<file path="config.mk">
export PLATFORM = sky130hd
export DESIGN_NAME = macro_arbiter_rr
export DESIGN_NICKNAME = d
export VERILOG_FILES = /design/src/rtl/macro_arbiter_rr_pkg.sv /design/src/rtl/macro_reduction_or.sv /design/src/rtl/macro_arbiter_rr.sv
export SDC_FILE = /design/constraint.sdc
export NUM_CORES = 1
export LEC_CHECK = 0
export CORE_UTILIZATION = 31
export CTS_CLUSTER_SIZE = 20
export DETAILED_ROUTE_END_ITERATION = 12
export PLACE_DENSITY = 0.76
export SLEW_MARGIN = 20
export SYNTH_ARGS = -nofsm -noshare
export SYNTH_HDL_FRONTEND = slang
export SYNTH_SLANG_ARGS = --single-unit
</file>
<file path="constraint.sdc">
create_clock -name clk -period 2.2 [get_ports clk]
set_input_delay 0.44 -clock clk [delete_from_list [all_inputs] [get_ports clk]]
set_output_delay 0.44 -clock clk [all_outputs]
set_load 0.005 [all_outputs]
</file>
<file path="src/rtl/macro_arbiter_rr_pkg.sv">
// ============================================================================
//  Module  : macro_arbiter_rr_pkg
//  Purpose : Shared definitions for the round-robin arbiter: grant-index width
//            derivation and the lock state encoding used when the optional
//            burst-lock feature (MACRO_ARBITER_RR_LOCK_EN) is built in.
//  Rev     : 1.0  initial release
// ============================================================================
`default_nettype none

package macro_arbiter_rr_pkg;

    // Width of a grant index able to address COUNT requesters.
    function automatic int index_width(input int count);
        return (count <= 1) ? 1 : $clog2(count);
    endfunction

    // Burst-lock state. LOCKED carries the locked requester index in a
    // separate register alongside the state.
    typedef enum logic [0:0] {
        LOCK_UNLOCKED = 1'b0,
        LOCK_LOCKED   = 1'b1
    } lock_state_e;

endpackage

`default_nettype wire

</file>
<file path="src/rtl/macro_reduction_or.sv">
// ============================================================================
//  Module  : macro_reduction_or
//  Purpose : Bitwise OR of INPUT_COUNT slices, each INPUT_WIDTH bits wide.
//            With at most one slice non-zero this acts as a one-hot mux.
//  Ports   : data_i  in   INPUT_WIDTH*INPUT_COUNT  slice i at [i*W +: W]
//            data_o  out  INPUT_WIDTH              OR of all slices
//  Rev     : 1.0  initial release
// ============================================================================
`default_nettype none

module macro_reduction_or #(
    parameter int INPUT_WIDTH = 32,
    parameter int INPUT_COUNT = 4
) (
    input  logic [INPUT_WIDTH*INPUT_COUNT-1:0] data_i,
    output logic [INPUT_WIDTH-1:0]             data_o
);

    always_comb begin
        data_o = '0;
        for (int i = 0; i < INPUT_COUNT; i++) begin
            data_o = data_o | data_i[i*INPUT_WIDTH +: INPUT_WIDTH];
        end
    end

endmodule

`default_nettype wire

</file>
<file path="src/rtl/macro_arbiter_rr.sv">
// ============================================================================
//  Module  : macro_arbiter_rr
//  Purpose : Round-robin arbiter sharing one registered valid/ready output
//            channel among INPUT_COUNT requesters. One-cycle latency, full
//            throughput (drain and reload in the same cycle).
//  Option  : `define MACRO_ARBITER_RR_LOCK_EN adds burst locking: a beat with
//            req_last=0 locks the channel to its requester until a beat with
//            req_last=1 from that requester is accepted.
//  Ports   : clk        in   1        clock, rising edge
//            resetn     in   1        asynchronous active-low reset
//            req_valid  in   N        per-requester valid
//            req_data   in   W*N      requester i payload at [i*W +: W]
//            req_last   in   N        end of burst (lock feature only)
//            req_ready  out  N        one-hot accept, combinational
//            out_valid  out  1        output register holds data
//            out_data   out  W        registered payload
//            out_index  out  IW       registered source index
//            out_ready  in   1        downstream accept
//  Rev     : 1.0  initial release
// ============================================================================
`default_nettype none

module macro_arbiter_rr
    import macro_arbiter_rr_pkg::*;
#(
    parameter int INPUT_WIDTH = 32,
    parameter int INPUT_COUNT = 4,
    parameter int INDEX_WIDTH = index_width(INPUT_COUNT)
) (
    input  logic                               clk,
    input  logic                               resetn,
    input  logic [INPUT_COUNT-1:0]             req_valid,
    input  logic [INPUT_WIDTH*INPUT_COUNT-1:0] req_data,
    input  logic [INPUT_COUNT-1:0]             req_last,
    output logic [INPUT_COUNT-1:0]             req_ready,
    output logic                               out_valid,
    output logic [INPUT_WIDTH-1:0]             out_data,
    output logic [INDEX_WIDTH-1:0]             out_index,
    input  logic                               out_ready
);

    localparam logic [INDEX_WIDTH:0]   c_COUNT    = (INDEX_WIDTH+1)'(INPUT_COUNT);
    localparam logic [INDEX_WIDTH-1:0] c_LAST_IDX = INDEX_WIDTH'(INPUT_COUNT - 1);

    // ------------------------------------------------------------------------
    // State
    // ------------------------------------------------------------------------
    logic                   out_valid_q, out_valid_d;
    logic [INPUT_WIDTH-1:0] out_data_q,  out_data_d;
    logic [INDEX_WIDTH-1:0] out_index_q, out_index_d;
    logic [INDEX_WIDTH-1:0] ptr_q,       ptr_d;

    logic [INPUT_COUNT-1:0]             w_eligible;
    logic                               w_found;
    logic [INDEX_WIDTH-1:0]             w_winner;
    logic [INDEX_WIDTH:0]               w_pos;
    logic                               w_load_en;
    logic [INPUT_COUNT-1:0]             w_grant;
    logic                               w_xfer;
    logic                               w_ptr_adv;
    logic [INDEX_WIDTH-1:0]             w_next_ptr;
    logic [INPUT_WIDTH*INPUT_COUNT-1:0] w_masked;
    logic [INPUT_WIDTH-1:0]             w_sel_data;

    // ------------------------------------------------------------------------
    // Optional burst lock
    // ------------------------------------------------------------------------
`ifdef MACRO_ARBITER_RR_LOCK_EN
    lock_state_e            lock_state_q, lock_state_d;
    logic [INDEX_WIDTH-1:0] lock_idx_q,   lock_idx_d;
    logic [INPUT_COUNT-1:0] w_lock_mask;

    // While locked only the lock owner is visible to the priority search,
    // so other requesters wait even if the owner deasserts valid.
    always_comb begin
        w_lock_mask             = '0;
        w_lock_mask[lock_idx_q] = 1'b1;
        w_eligible              = (lock_state_q == LOCK_LOCKED) ? (req_valid & w_lock_mask)
                                                                : req_valid;
    end

    always_comb begin
        lock_state_d = lock_state_q;
        lock_idx_d   = lock_idx_q;
        w_ptr_adv    = 1'b0;
        case (lock_state_q)
            LOCK_UNLOCKED: begin
                if (w_xfer) begin
                    w_ptr_adv = 1'b1;
                    if (!req_last[w_winner]) begin
                        lock_state_d = LOCK_LOCKED;
                        lock_idx_d   = w_winner;
                    end
                end
            end
            LOCK_LOCKED: begin
                // Pointer stays put inside a burst; it advances past the
                // owner only when the burst closes.
                if (w_xfer && req_last[lock_idx_q]) begin
                    lock_state_d = LOCK_UNLOCKED;
                    w_ptr_adv    = 1'b1;
                end
            end
            default: lock_state_d = LOCK_UNLOCKED;
        endcase
    end

    always_ff @(posedge clk or negedge resetn) begin
        if (!resetn) begin
            lock_state_q <= LOCK_UNLOCKED;
            lock_idx_q   <= '0;
        end else begin
            lock_state_q <= lock_state_d;
            lock_idx_q   <= lock_idx_d;
        end
    end
`else
    logic w_unused_last;

    assign w_unused_last = ^req_last;
    assign w_eligible    = req_valid;
    assign w_ptr_adv     = w_xfer;
`endif

    // ------------------------------------------------------------------------
    // Round-robin priority search: first eligible requester at or after ptr,
    // wrapping modulo INPUT_COUNT (need not be a power of two).
    // ------------------------------------------------------------------------
    always_comb begin
        w_found  = 1'b0;
        w_winner = '0;
        w_pos    = '0;
        for (int k = 0; k < INPUT_COUNT; k++) begin
            w_pos = {1'b0, ptr_q} + (INDEX_WIDTH+1)'(k);
            if (w_pos >= c_COUNT) begin
                w_pos = w_pos - c_COUNT;
            end
            if (!w_found && w_eligible[w_pos[INDEX_WIDTH-1:0]]) begin
                w_found  = 1'b1;
                w_winner = w_pos[INDEX_WIDTH-1:0];
            end
        end
    end

    // resetn gates the load so req_ready is held low throughout reset.
    assign w_load_en = resetn & (~out_valid_q | out_ready);

    always_comb begin
        w_grant = '0;
        if (w_load_en && w_found) begin
            w_grant[w_winner] = 1'b1;
        end
    end

    assign req_ready  = w_grant;
    assign w_xfer     = |w_grant;
    assign w_next_ptr = (w_winner == c_LAST_IDX) ? '0 : w_winner + INDEX_WIDTH'(1);

    // ------------------------------------------------------------------------
    // Winner payload: mask each slice by its grant bit, then OR-reduce.
    // ------------------------------------------------------------------------
    for (genvar gi = 0; gi < INPUT_COUNT; gi++) begin : g_mask
        assign w_masked[gi*INPUT_WIDTH +: INPUT_WIDTH] =
            req_data[gi*INPUT_WIDTH +: INPUT_WIDTH] & {INPUT_WIDTH{w_grant[gi]}};
    end

    macro_reduction_or #(
        .INPUT_WIDTH (INPUT_WIDTH),
        .INPUT_COUNT (INPUT_COUNT)
    ) u_reduce (
        .data_i (w_masked),
        .data_o (w_sel_data)
    );

    // ------------------------------------------------------------------------
    // Output stage
    // ------------------------------------------------------------------------
    always_comb begin
        out_valid_d = out_valid_q;
        out_data_d  = out_data_q;
        out_index_d = out_index_q;
        ptr_d       = ptr_q;
        if (w_xfer) begin
            out_valid_d = 1'b1;
            out_data_d  = w_sel_data;
            out_index_d = w_winner;
        end else if (out_ready) begin
            // Drained with nothing to refill; data and index keep last beat.
            out_valid_d = 1'b0;
        end
        if (w_ptr_adv) begin
            ptr_d = w_next_ptr;
        end
    end

    always_ff @(posedge clk or negedge resetn) begin
        if (!resetn) begin
            out_valid_q <= 1'b0;
            out_data_q  <= '0;
            out_index_q <= '0;
            ptr_q       <= '0;
        end else begin
            out_valid_q <= out_valid_d;
            out_data_q  <= out_data_d;
            out_index_q <= out_index_d;
            ptr_q       <= ptr_d;
        end
    end

    assign out_valid = out_valid_q;
    assign out_data  = out_data_q;
    assign out_index = out_index_q;

endmodule

`default_nettype wire

</file>
* After elaboration in Yosys (flattened, before gate mapping)
Cells that the tools add are included.
** Cells by class
- Add/subtract/negate cells :: 8
- $lt $le $gt $ge :: 10
- Equal/unequal tests :: 1
- Mux-type cells :: 26
- Bitwise operators :: 10
- Reduce and logical (&&, ||, !) cells :: 10
** Operators with widths (count)
- AND 32 bit :: 4
- bitwise OR 32 bit :: 3
- 2-to-1 mux 2 bit :: 9
- < comparator 2 x 3 -> 1 bit (second input constant) :: 5
- 2-to-1 mux 1 bit :: 11
- greater-or-equal comparator 3 bit (second input constant) :: 3
- binary-select mux 1 bit (select 2 bit) :: 4
- subtractor 2 x 1 -> 2 bit (second input constant) :: 4
- adder 2 x 2 -> 3 bit (second input constant) :: 2
- logical AND 1 bit :: 5
- 2-to-1 mux 4 bit :: 1
- OR reduction 4 bit :: 1
- adder 2 x 1 -> 3 bit (second input constant) :: 1
- greater-or-equal comparator 2 x 3 -> 1 bit (second input constant) :: 1
- logical NOT 1 bit :: 3
- adder 2 x 1 -> 2 bit (second input constant) :: 1
- demux 1 bit (select 2 bit) :: 1
- == test 2 bit (second input constant) :: 1
- greater-or-equal comparator 2 x 1 -> 1 bit (second input constant) :: 1
- nonzero test 2 bit :: 1
- AND 1 bit :: 1
- inverter 1 bit :: 1
- bitwise OR 1 bit :: 1
** Storage, ports and cells
- Register bits after elaboration :: 37
- Input bits :: 139
- Output and inout port bits :: 39
- Logic and storage cells :: 69

* Depth between registers and ports, before layout
Gate-level depths: netlist (run 1).
- Depth after elaboration :: 23
- Depth in mapped cells :: 9
- Mapped depth without buffers :: 7

* Modules after synthesis
A second synthesis (run 1) with hierarchy kept.
** Unflattened totals
- Cell total of the unflattened synthesis :: 284
- Area total of the unflattened synthesis :: 2717.6 um^2
** By module, submodules not included
- macro_arbiter_rr :: instances 1, cells an instance 252, area each 2477.4 um^2, seq. area each 925.9 um^2
- macro_reduction_or :: instances 1, cells an instance 32, area each 240.2 um^2, seq. area each 0.0 um^2

* Least setup slack after synthesis (run 1)
No wires, ideal clock.
- Path kind :: input to register
- Start :: input port req_valid[2]
- End :: register out_data_q[0], in the netlist out_data[0]
- Arrival :: 2412 ps
- Required time :: 2075 ps
- Path slack :: -337 ps
- Stages on the path :: 9
- Path buffers :: 2
- Cell sequence :: nor2b_1 -> o21a_1 -> or3_1 -> ha_1 -> buf_2 -> nor4_4 -> nor4_4 -> buf_6 -> mux2_4
** On the way
- Word-level cells in the longest chain between the ends :: 21
- Elaborated cells on any way between the ends :: 37
- Those cells by class :: order compare (2); mux (19); bitwise (7); reduce/logical (9)
** Ends and longest elaborated chain
- start, declared :: line macro_arbiter_rr.sv:32 : input logic [INPUT_COUNT-1:0] req_valid,
- binary-select mux 1 bit (select 2 bit) :: line macro_arbiter_rr.sv:138 : if (!w_found && w_eligible[w_pos[INDEX_WIDTH-1:0]]) begin
- 2-to-1 mux 1 bit (implied by the code) :: line macro_arbiter_rr.sv:138
- 2-to-1 mux 1 bit :: line macro_arbiter_rr.sv:138
- logical NOT 1 bit :: line macro_arbiter_rr.sv:138
- logical AND 1 bit :: line macro_arbiter_rr.sv:138
- 2-to-1 mux 1 bit :: line macro_arbiter_rr.sv:138
- logical NOT 1 bit :: line macro_arbiter_rr.sv:138
- logical AND 1 bit :: line macro_arbiter_rr.sv:138
- [3 not listed]
- 2-to-1 mux 2 bit :: line macro_arbiter_rr.sv:138
- < comparator 2 x 3 -> 1 bit (implied by the code) or greater-or-equal comparator 2 x 1 -> 1 bit (tied branches) :: line macro_arbiter_rr.sv:151 : w_grant[w_winner] = 1'b1;
- logical AND 1 bit (implied by the code) :: line macro_arbiter_rr.sv:151
- 2-to-1 mux 1 bit (implied by the code) :: line macro_arbiter_rr.sv:151
- demux 1 bit (select 2 bit) :: line macro_arbiter_rr.sv:151
- 2-to-1 mux 4 bit * :: line macro_arbiter_rr.sv:150 : if (w_load_en && w_found) begin
- AND 32 bit :: line macro_arbiter_rr.sv:164 : req_data[gi*INPUT_WIDTH +: INPUT_WIDTH] & {INPUT_WIDTH{w_grant[gi]}};
- bitwise OR 32 bit (3 in series) :: line macro_reduction_or.sv:22 : data_o = data_o | data_i[i*INPUT_WIDTH +: INPUT_WIDTH];
- end signal, assigned :: line macro_arbiter_rr.sv:204 : out_data_q <= out_data_d;
- end, declared :: line macro_arbiter_rr.sv:49 : logic [INPUT_WIDTH-1:0] out_data_q, out_data_d;
Mark *: on every way between the ends. The rest lies on a longest branch, timed or not. The select of a mux whose other input is x is not followed.
A chain may end at the register's enable or synchronous reset.

* Worst setup path after layout (run 1)
- Start :: register ptr_q[0]
- End :: register out_data_q[27], in the netlist out_data[27]
** On the way
- Word-level cells in the longest chain between the ends :: 23
- Elaborated cells on any way between the ends :: 52
- Those cells by class :: add/sub (7); order compare (6); mux (23); bitwise (7); reduce/logical (9)
** Ends and longest elaborated chain
- start, declared :: line macro_arbiter_rr.sv:51 : logic [INDEX_WIDTH-1:0] ptr_q, ptr_d;
- start signal, assigned :: line macro_arbiter_rr.sv:206 : ptr_q <= ptr_d;
- branches (longest 18 deep; another with adder 2 x 1 -> 3 bit)
- 2-to-1 mux 4 bit * :: line macro_arbiter_rr.sv:150
- AND 32 bit :: line macro_arbiter_rr.sv:164
- bitwise OR 32 bit (3 in series) :: line macro_reduction_or.sv:22
Mark *: on every way between the ends. The select of a mux whose other input is x is not followed.

==> results of run 1 <==
registers in the layout, indices dropped and copies added, names as in the netlist:
signal and count:
out_data 32, out_valid 1, out_index 2, ptr_q 2
placed cells by master (no fill, tap or decap), types with 2 or more instances in the layout:
master / count
nand2_1: 33
and2_1: 4
clkbuf_2: 2
clkbuf_8: 7
buf_6: 3
buf_2: 7
buf_12: 3
nor4_4: 2
inv_1: 2
buf_4: 32
a22oi_1: 63
o41ai_1: 2
clkdlybuf4s50_1: 164
mux2_2: 2
ha_4: 3
dfrtp_1: 36
nand2b_4: 2
mux2_4: 31
synthesized netlist by cell type (all sizes together) (2+ instances only):
cell / count / share of area (%)
nand2b: 3 / 0.77
mux2: 33 / 20
dfrtp: 37 / 38
nor2b: 3 / 0.77
nor3: 2 / 0.41
buf: 12 / 2.9
or4: 2 / 0.62
and2: 4 / 1.0
clkbuf: 7 / 1.1
nor4: 3 / 2.3
ha: 4 / 2.1
o41ai: 3 / 1.1
inv: 2 / 0.31
nor2: 2 / 0.31
nand2: 34 / 5.3
a21oi: 2 / 0.41
a22oi: 64 / 20
report_power, final:
| group | internal, W | total (W) | switching (W) | leakage (nW) |
|---|---|---|---|---|
| registers | 0.00103 | 0.00124 | 0.000214 | 0.448 |
| logic | 0.00212 | 0.00346 | 0.00133 | 1.53 |
| clock network | 0.000283 | 0.000529 | 0.000245 | 0.0542 |
routing by layer:
layer / track usage [%] / vias up
li1: - / 1259
met1: 23.2 / 1242
met2: 40.7 / 117
met3: 4.80 / 17
met4: 6.72 / 0
met5: 0 / -
through the flow:
step	total power (W)	area [sq um]	setup slack, ps
finish	0.00523	4730	-180
global route	0.00556	4730	-271
CTS	0.00522	4710	-195
detailed placement	0.00440	4390	-906
global placement	0.00433	4390	-800
floorplan	0.00300	2480	-305
final cells by class:
class | instances | area, sq um
tap | 99 | 124
sequential | 37 | 927
clock inverter | 1 | 5.00
inverter | 2 | 7.51
multi-input combinational | 167 | 1550
clock buffer | 7 | 96.3
timing repair buffer | 211 | 2020
fill | 589 | 2680
worst register-to-register path, delay by kind of cell, from the launching register on:
kind	cells	cell delay, ps
simple gates	4	680
buf+inv	3	470
flops	1	440
mux	1	350
compound gates	1	190
fa+ha+maj	1	140
cells by family (layout without fill, tap and decap cells):
group | Yosys count | count (layout) | share of synthesized area [%]
mux | 33 | 33 | 20.0
flops | 37 | 37 | 38.2
fa+ha+maj | 4 | 4 | 2.07
compound gates | 74 | 74 | 23.2
simple gates | 56 | 56 | 12.2
buf+inv | 21 | 221 | 4.34
worst min path at each step:
stage,start,end,slack (ps),cells after the start
after floorplan,resetn,out_data[0],140,0
after global placement,out_index[1],out_index[1],490,2
after detailed placement,out_data[3],out_data[3],490,1
after CTS,resetn,out_index[1],240,2
after global routing,resetn,out_index[1],260,2
final,resetn,out_index[1],220,2
timing repair:
action,4_1_cts,5_1_grt
pin swaps,14,6
endpoints found under the hold margin,0,0
hold buffers,0,0
setup endpoints to repair,41,40
buffers inserted,14,2
gates resized for setup,54,7
==> results list, run 1 <==
- Cell type of the slowest stage on the worst timing path: dfrtp_1
- Transition time at the pin with the least slew margin: roughly 500 ps
- Clock-pin transition on the worst setup and hold timing paths: 80 ps
* Final Slew Violations: 0
- Post-route met1 wirelength: 3.40 mm
- The first global-routing pass estimated 14.1 mm of wire.
* Post-Synthesis Mean Instance Area: approximately 11 sq um
- Summed over all cells, the static leakage comes to between 2 and 2.5 nW.
- Worst setup path endpoint: out_data[27]
- Number of top-level pins: 178
- Syn Nets: 368
* Iteration-0 DRC Markers: 104
- Core ar.: 7410 sq um
- GRT Residual Overflow: 0
- CTS saw 37 sinks.
- H-tree level count: 2
- Number of warnings printed during yosys synthesis: 0
* Number of library cell types mapped by synthesis: 29
- The worst register-to-register path ends at out_data[27].
- On the worst path, the slowest cell contributes a delay of 440 ps.
- Number of global-route vias before repair: roughly 3k
* Worst clock skew: 9.87 ps
- Initial Utilization: roughly a third
* Count of inserted antenna diode cells: 0
- Startpoint kind of the worst setup timing path: flop
- Counting I/O delays and the setup requirement, the final critical path takes 2380 ps.
- The critical path goes through nand2b_4 -> a21oi_2 -> or2_4 -> buf_4 -> ha_4 -> buf_4 -> nor4_4 -> nor4_4 -> buf_12 -> mux2_2.
* Die Area: 8180 sq um
- Violations in the final reports: negative setup slack
- Final setup slack of the worst path: -180 ps
* Clock latency at the later pin of the worst-skew pair: 290 ps
- Number of flops mapped to enable cells by yosys: 0
* First-pass detailed-route iteration total: 4
- Routed wire length: 8.70 mm
- IR analysis of the VDD net gives a maximum drop of 0.492 mV.
- Of the available clock period, the critical path in the final layout requires 108%.
- The root buffer cell chosen for the clock tree is clkbuf_8.
* Count of endpoints failing hold in the final timing report: 0
* Asr flop ratio synth: 100%
- Max transition margin: 66.9%
- Data on the critical path is required at its endpoint by 2380 ps.
- Beginning of the critical path: ptr_q[0]
- Synthesis produced 225 cells.
* Number of cells on the critical path: 10
* Post-route DRC: 0
- Setup violations remaining at the end of the flow were counted as 40.
- In this run the top signal layer used is met4.
* Top_reg_cell synth: dfrtp_1
- Once detail routing completed, the nets flagged for antenna violations numbered 0.
- Routed vias: 2635
- From bottom edge to top edge, the die measures 90.4 um.
* Port bufs: 173
* Routed length on met2: 4.59 mm
- CTS tree: built
* Final design utilization: 63.8%
* NumNets Final: about 570
- The number of antenna violations at the first check in global routing came to 0.
- Final cell count without fillers: 524
- Source of the worst register-to-register timing path: ptr_q[0]
- Largest net degree at the start of global routing: 40
- In the final routed layout, each cell accounts on average for 16.6 um.
- Cell area power density: 1110 nW/um^2
- The min-delay analysis places its worst path in the category input port to asynchronous set/reset pin.
* Via density per instance: 5.03
* Internal reg-to-reg setup slack: -180 ps
- Worst-path maximum fanout: 16
- Sum of negative setup slack: -6060 ps
- Compared with the post-synthesis result, the final layout area differs by 95.0%.
- RD Place Congestion: 0.779
* Max_cap viols: 0
- Share of cells above drive strength 1: 26.6%
- Including well taps, the total number of placed cells is 500.
* Synth Register Bits: 37
- HPWL after detailed placement: 6.39 mm
* CP endpoint kind: flop
- Achievable clock frequency: 420 MHz
- Max Buffers Root-to-Sink: 2
* Num CTS Buffers: 5
- Class of the most critical setup path: flop to flop
- Horizontal die dimension: between 90 and 100 um
- Portion of the post-synthesis area used by sequential elements: 38.2%
- Std-Cell Rows: 31
* Setup repair after global routing missed its margin: yes
* Worst endpoint data arrival time: 2560 ps
* Critical path's top delay family: simple AND/OR/NAND/NOR gates
- After detailed routing, the met3 layer carries 540 um of wire.
- Final worst hold slack: 219 ps
- In the global route stage, overall resource usage came out at approximately a fifth.
* Status: complete, but fails checks
* Number of cells on the worst reg-to-reg path: 10
- Post-synth design cell area: around 2400 sq um
- Critical path buffers and inverters: 3
Note: power is estimated with default switching activity, not from simulation.
==> inputs of run 2 (changes only) <==
- ABC_AREA: default -> 1
- CORE_UTILIZATION: 31 -> 35
- PLACE_DENSITY: 0.76 -> 0.77
==> run 2 against run 1 <==
  * The run still ends with negative setup slack left
  * Flip-flop and latch count is the same
  * Global-route usage grew 2.5 points
  * Critical path depth grew 4
  * Cell count grew 44%
  * Sequential power grew 10%
  * Critical endpoint is now req_ready[3]
  * Combinational power grew to 2.5 times the previous value
  * Sequential share of layout area shrank 3.5 points
  * Critical path type is now flop to primary output
  * Maximum frequency shrank 9.1%
==> results list, run 2 <==
- Post-Synthesis Mean Instance Area: 6.72 sq um
- For this run the aggregate overflow at the end of global routing stands at 0.
- TritonCTS built the clock tree.
- Once placement finished, the instance area stood at roughly 5100 sq um.
- Before CTS, the worst setup slack after placement is -856 ps.
- Synth Register Bits: 37
* Startpoint kind of the worst setup timing path: flop
- Final instance area: 5750 sq um
* Antenna violations before repair: 0
* Routed wire length: about 12 mm
- The detailed router placed 4114 vias in this run.
* Number of warnings printed during yosys synthesis: 0
- Status: complete, but fails checks
- Final critical-path required period: 2620 ps
- For this design the static power due to leakage is 2.69 nW.
* Asr flop ratio synth: 100%
- Via density per instance: 5.46
* Std-Cell Rows: 34
* Number of global-route vias before repair: 3584
- In this run, placement finished with an instance count of 724.
- Across the run, the number of max-cap violations was 0.
* Port bufs: 173
- Number of top-level pins: 178
- IR drop worst, VDD: 0.999 mV
- Cell Int Power: approximately 0.0055 W
* Most common cell in the netlist: nand2_1
* Post-synthesis instance total: 464
* Share of cells above drive strength 1: 21.4%
- For this run, the post-layout net count is 789.
* Final Setup Violations: 41
- RD Place Congestion: 0.872
* Y dimension of the die: between 90 and 100 um
- The max-slew violation count is 0.
* Die Area: between 9000 and 10000 sq um
- Cell type contributing the most total cell area after synthesis: dfrtp_1
- Switching share of total power: 48.0%
- The tree is rooted in a clkbuf_8.
- STA classifies the critical path endpoint as a primary output.
- Iteration-0 DRC Markers: 140
* Sum of negative setup slack: -13020 ps
* Filler Cell Count: 741
- Dividing total power by cell area gives a power density of 1850 nW/um^2.
* Final setup slack of the worst path: -419 ps
- On the final layout, the worst clock skew is 9.96 ps.
- Worst endpoint data arrival time: between 2000 and 2500 ps
- For the worst setup path, the data required time is around 1800 ps.
- Average wire length per cell after detail routing: 16.5 um
- Total clock sinks: 37
- In this run the number of H-tree levels came out at 2.
- HPWL after detailed placement: slightly below 8 mm
- Once the floorplan was initialized, standard cells occupied 35.9% of the core.
- 0 antenna diodes ended up in the layout.
- Hold-fix buffers at CTS: 0
- Commonest non-fill, non-tap cell in the layout: clkdlybuf4s50_1
* Top_reg_cell synth: dfrtp_1
- Overall Global Routing Usage: between 20% and 30%
- The worst setup path is of the flop to primary output kind.
- Switch Pwr: 0.00510 W
- For the worst-skew pair, the clock arrives at the later sink with an insertion delay of 290 ps.
- Setup repair after global routing missed its margin: yes
* Max Buffers Root-to-Sink: 2
* Syn Nets: 607
- Entering global routing, the biggest net connects approximately 130 pins.
- First-pass detailed-route iteration total: 4
- Class of the worst hold path: input port to asynchronous set/reset pin
* Post-synth design cell area: 3120 sq um
* Layout-stage area growth over the synthesis result: 84.4%
- TritonCTS created 5 clock buffers.
* Part of the total power dissipated in the clock network: under 10%
- Transition time at the pin with the least slew margin: 514 ps
- Of the total power, combinational logic draws roughly 82%.
- Measured along the x axis, the die boundary spans between 90 and 100 um.
* Portion of the post-synthesis area used by sequential elements: 29.7%
- Share of Yosys cell area claimed by the top area cell type: 29.7%
- Counting flops with a built-in enable in the synthesized netlist gives 0.
* Clock-pin transition on the worst setup and hold timing paths: approximately 80 ps
- The register with the most flip-flops in the layout has 32 of them.
- Measured in cells, the most critical reg-to-reg path has a length of 17.
- Core ar.: a little under 9000 sq um
- Count of endpoints failing hold in the final timing report: 0
- Final cell count without fillers: 754
- After synthesis, the cell types taking the most area are dfrtp_1 30%, nand4_1 26%, nand2_1 16%.
* Number of library cell types mapped by synthesis: 22
- Dividing the final minimum period by the clock period gives 119%.
* Detail Route Antenna Nets: 0
- The checks that failed: negative setup slack.
- Based on the critical path, the design can be clocked at up to approximately 380 MHz.
* Max transition margin: 65.7%
- Most frequent cells in the layout: 164 x clkdlybuf4s50_1, 129 x nand4_1, 118 x nand2_1
* Sequential group share of total power: 12.9%
* Worst-path maximum fanout: 5
* Commonest cells post-synth: 134 x nand2_1, 129 x nand4_1, 43 x nand3_1
* Post-route DRC: 0
* First-pass GRT wire length: 17.1 mm
-- run 2: changes by cell type in the layout (fill, tap and decap cells not counted), moves of 12 or more --
cell / delta
nand3_1: +12
nand2_2: +14
nor2_1: +34
mux2_4: -31
nand2_1: +85
a22oi_1: -63
nand4_1: +128
nand3_2: +30
-- run 2: cell families after synthesis --
kind of cell    share of synthesized area [%]
compound gates                           1.60
fa+ha+maj                                1.60
buf+inv                                  11.9
flops                                    29.7
simple gates                             55.2
-- run 2: layout make-up --
| type | count | area (sq um) | share of cell area [%] |
|---|---|---|---|
| inverters | 14 | 60.1 | 1.04 |
| well taps | 108 | 135 | 2.35 |
| repair buffers | 228 | 2400 | 41.7 |
| flip-flops and latches | 37 | 928 | 16.1 |
| clock inverters | 1 | 7.51 | 0.131 |
| clock buffers | 6 | 82.6 | 1.44 |
| multi-input cells | 360 | 2140 | 37.2 |
-- run 2: worst max-delay path, cell delays in order, from the launching register on --
cell,delay [ps]
dfrtp_2,480
buf_6,150
nand2_1,50
nand2_1,70
nand2_2,70
nand2_2,70
nor2_4,160
nand2_2,80
nand3_2,80
nand3_4,140
inv_4,120
ha_4,160
inv_2,40
nor2_1,80
buf_2,130
-- run 2: worst paths after layout --
kind	startpoint	end	slack, ps
max	ptr_q[0]	req_ready[3]	-420
min reg2reg	out_data[21]	out_data[21]	510
min in group clk	out_data[21]	out_data[21]	510
max reg2reg	ptr_q[0]	out_data[12]	-380
max in group asynchronous	resetn	ptr_q[1]	1580
min	resetn	out_data[24]	250
-- run 2: layer usage --
metal  track usage (%)  up-vias  share of wire (%)  wire (um)
li1                  -     2014                  -          -
met4              5.02        0               0.86        107
met1              29.7     1928                 41       5090
met5                 0        -                  0          0
met3              5.24       10                8.1       1000
met2              42.3      162                 50       6220
-- run 2: stage by stage --
step / util (%) / power, W / hold WS [ps]
5_1_grt: 66.3 / 0.0113 / 285
4_1_cts: 62.5 / 0.00909 / 257
3_3_place_gp: 58.9 / 0.00758 / 489
6_report: 66.3 / 0.0106 / 253
3_5_place_dp: 58.9 / 0.00775 / 494
2_1_floorplan: - / 0.00594 / 144
-- run 2: what timing repair did --
item                       4_1_cts  5_1_grt
pin swaps                       18       18
setup endpoints to repair       41       41
resized for setup               67       29
cloned                           1        5
setup buffers                    6       13
-- run 2: power groups by stage --
stage | combinational, W | sequential (W) | clock, W
after global placement | 0.00623 | 0.00134 | 0
final | 0.00874 | 0.00137 | 0.000500
after floorplan | 0.00459 | 0.00135 | 0
after CTS | 0.00720 | 0.00137 | 0.000515
after global routing | 0.00936 | 0.00141 | 0.000535
after detailed placement | 0.00639 | 0.00136 | 0
==> inputs of run 3 (changes only) <==
- CORE_UTILIZATION: 35 -> 39
- PLACE_DENSITY: 0.77 -> 0.81
- clock period: 2.2 -> 2.5 ns (I/O delays scaled with it)
==> run 3 against run 2 <==
  * The flow still finishes with violations (negative setup slack)
  * Clock power grew 8.4%
  * Largest power group unchanged
  * Setup slack gained 200 ps
  * Cell count shrank 1.3%
  * Global-route usage grew 5.5 points
  * Non-clock buffer count shrank 5
  * First-iteration DRC count grew 23%
==> results list, run 3 (synthesis gave the netlist of run 2 again) <==
* Worst clock skew: 4.19 ps
* Final Slew Violations: 0
* Total clock sinks: 37
* Clock latency at the later pin of the worst-skew pair: 290 ps
* NumNets Final: 784
- Switching share of total power: 48.4%
- Switch Pwr: 0.00423 W
- Num CTS Buffers: 5
* Share of cells above drive strength 1: between 10% and 20%
- Relative contribution of combinational cells to total power: between 80 and 90%
- Most frequent cells in the layout: 164 x clkdlybuf4s50_1, 129 x nand4_1, 116 x nand2_1
- Worst endpoint data arrival time: 2220 ps
- Setup repair after global routing could not meet its margin everywhere.
- Data on the critical path is required at its endpoint by 2000 ps.
* Flip-flop count of the largest register, all copies and words added: 32
- Summed over all cells, the static leakage comes to 2.61 nW.
- Worst-path maximum fanout: 7
- For the final routed database, the setup TNS stands at -5580 ps.
- Input and output buffers added on the ports amount to 173.
- TritonCTS built the clock tree.
- Final critical-path required period: 2720 ps
- The tool flagged a number of max-cap violations equal to 0.
- Final setup slack of the worst path: -222 ps
- In this run, flip-flops and latches consume 13.3% of the power.
- The first global-routing pass estimated 19.3 mm of wire.
* Max Buffers Root-to-Sink: 2
- Average wire length per cell after detail routing: 16.7 um
- In this run, the number of DRC markers left after iteration 0 of detailed routing was 172.
* GRT Residual Overflow: 0
- Counting the fill cells in the layout gives 592.
* Violations in the final reports: negative setup slack
* Number of top-level pins: between 150 and 200
* Cell Int Power: 0.00451 W
- Startpoint kind of the worst setup timing path: flop
- Commonest non-fill, non-tap cell in the layout: clkdlybuf4s50_1
* Die Area: roughly 8400 sq um
- The H-tree was split into 2 levels.
- The number of global-route vias before repair was 3933.
* First-pass detailed-route iteration total: 5
* Std-Cell Rows: 32
- The count of nets left with antenna violations once routing finished came out at 0.
* Initial Utilization: 40.4%
- Hold-fix buffers at CTS: 0
* HPWL after detailed placement: 7.99 mm
* Clock-pin transition on the worst setup and hold timing paths: 70 ps
- Largest net degree at the start of global routing: 131
- Status: complete, but fails checks
- At the pin with the least slew margin, the transition time is 515 ps.
* Y dimension of the die: 91.4 um
- Cell area power density: 1570 nW/um^2
- Via density per instance: 5.67
* Class of the worst hold path: input port to asynchronous set/reset pin
- From left edge to right edge, the die measures 91.4 um.
* Core ar.: 7730 sq um
- Achievable clock frequency: 367 MHz
- Layout-stage area growth over the synthesis result: 78.5%
* Count of inserted antenna diode cells: 0
* Clock tree root buffer cell: clkbuf_8
* Routed wire length: about 12 mm
* IR drop worst, VDD: 0.853 mV
- Part of the total power dissipated in the clock network: around 6.2%
- The number of hold violations in the final report is 0.
- Final Setup Violations: 41
- Overall Global Routing Usage: 29.3%
* Final worst path period share: 109%
* Post-route DRC: 0
- RD Place Congestion: 0.827
- Routed vias: approximately 4.2k
- Overall power consumption after layout is estimated at 0.00874 W.
- Class of the most critical setup path: flop to primary output
- Antenna violations before repair: 0
- The worst setup path is captured at a primary output.
* Max transition margin: 65.7%
## run 3: critical path, stage by stage (launching register included)
cell and delay (ps):
dfrtp_2 450, buf_6 150, nand2_2 60, nand2_2 60, nand2_2 80, nand2_4 60
nor2_4 160, nand2_2 100, nand3_2 100, nand3_4 120, inv_4 100, buf_6 110
ha_4 160, inv_2 40, nor2_1 70, buf_2 120
## run 3: path summary, 6_finish.rpt
| check | startpoint | endpoint | slack, ps | cells after the start |
|---|---|---|---|---|
| setup reg to reg | ptr_q[0] | ptr_q[0] | -170 | 19 |
| min in group clk | out_data[16] | out_data[16] | 510 | 2 |
| setup / recovery | ptr_q[0] | req_ready[3] | -220 | 15 |
| max in group asynchronous | resetn | ptr_q[0] | 1820 | 2 |
| hold reg to reg | out_data[16] | out_data[16] | 510 | 2 |
| hold / removal | resetn | out_index[1] | 320 | 2 |
## run 3: timing repair
item                                    CTS  global route
cloned                                    1             2
gates resized for setup                  79            16
pin swaps                                32             3
endpoints found under the setup margin   41            41
buffers inserted                         16             5
## run 3: power by group through the flow
stage                     Combinational [W]  Sequential, W  Clock (W)
final                               0.00704        0.00116   0.000542
after CTS                           0.00640        0.00115   0.000554
after global routing                0.00758        0.00120   0.000576
after global placement              0.00534        0.00114          0
after floorplan                     0.00341        0.00115          0
after detailed placement            0.00543        0.00115          0
## run 3: final cells by class
cell class / count / area [sq um] / share of cell area, %
clock buffers: 7 / 86.3 / 1.55
multi-input cells: 360 / 2030 / 36.5
inverters: 14 / 62.6 / 1.12
repair buffers: 223 / 2300 / 41.3
well taps: 102 / 128 / 2.29
clock inverters: 1 / 30.0 / 0.539
flip-flops and latches: 37 / 928 / 16.7
## run 3: through the flow
stage | instances | area, sq um | utilization (%) | setup WS (ps) | hold slack [ps]
2_1_floorplan | 464 | 3140 | - | 1.65 | 204
3_3_place_gp | 712 | 4950 | 64.1 | -619 | 493
3_5_place_dp | 712 | 4950 | 64.1 | -708 | 495
4_1_cts | 737 | 5410 | 70.1 | -128 | 329
5_1_grt | 744 | 5570 | 72.1 | -327 | 356
6_report | 744 | 5570 | 72.1 | -222 | 318
## run 3: per-layer routing
metal	routed length, um	vias to the layer above	global-route usage, %
li1	-	2005	-
met1	4680	1986	33.6
met2	6420	190	53.3
met3	948	37	6.28
met4	354	0	10.3
met5	0	-	0
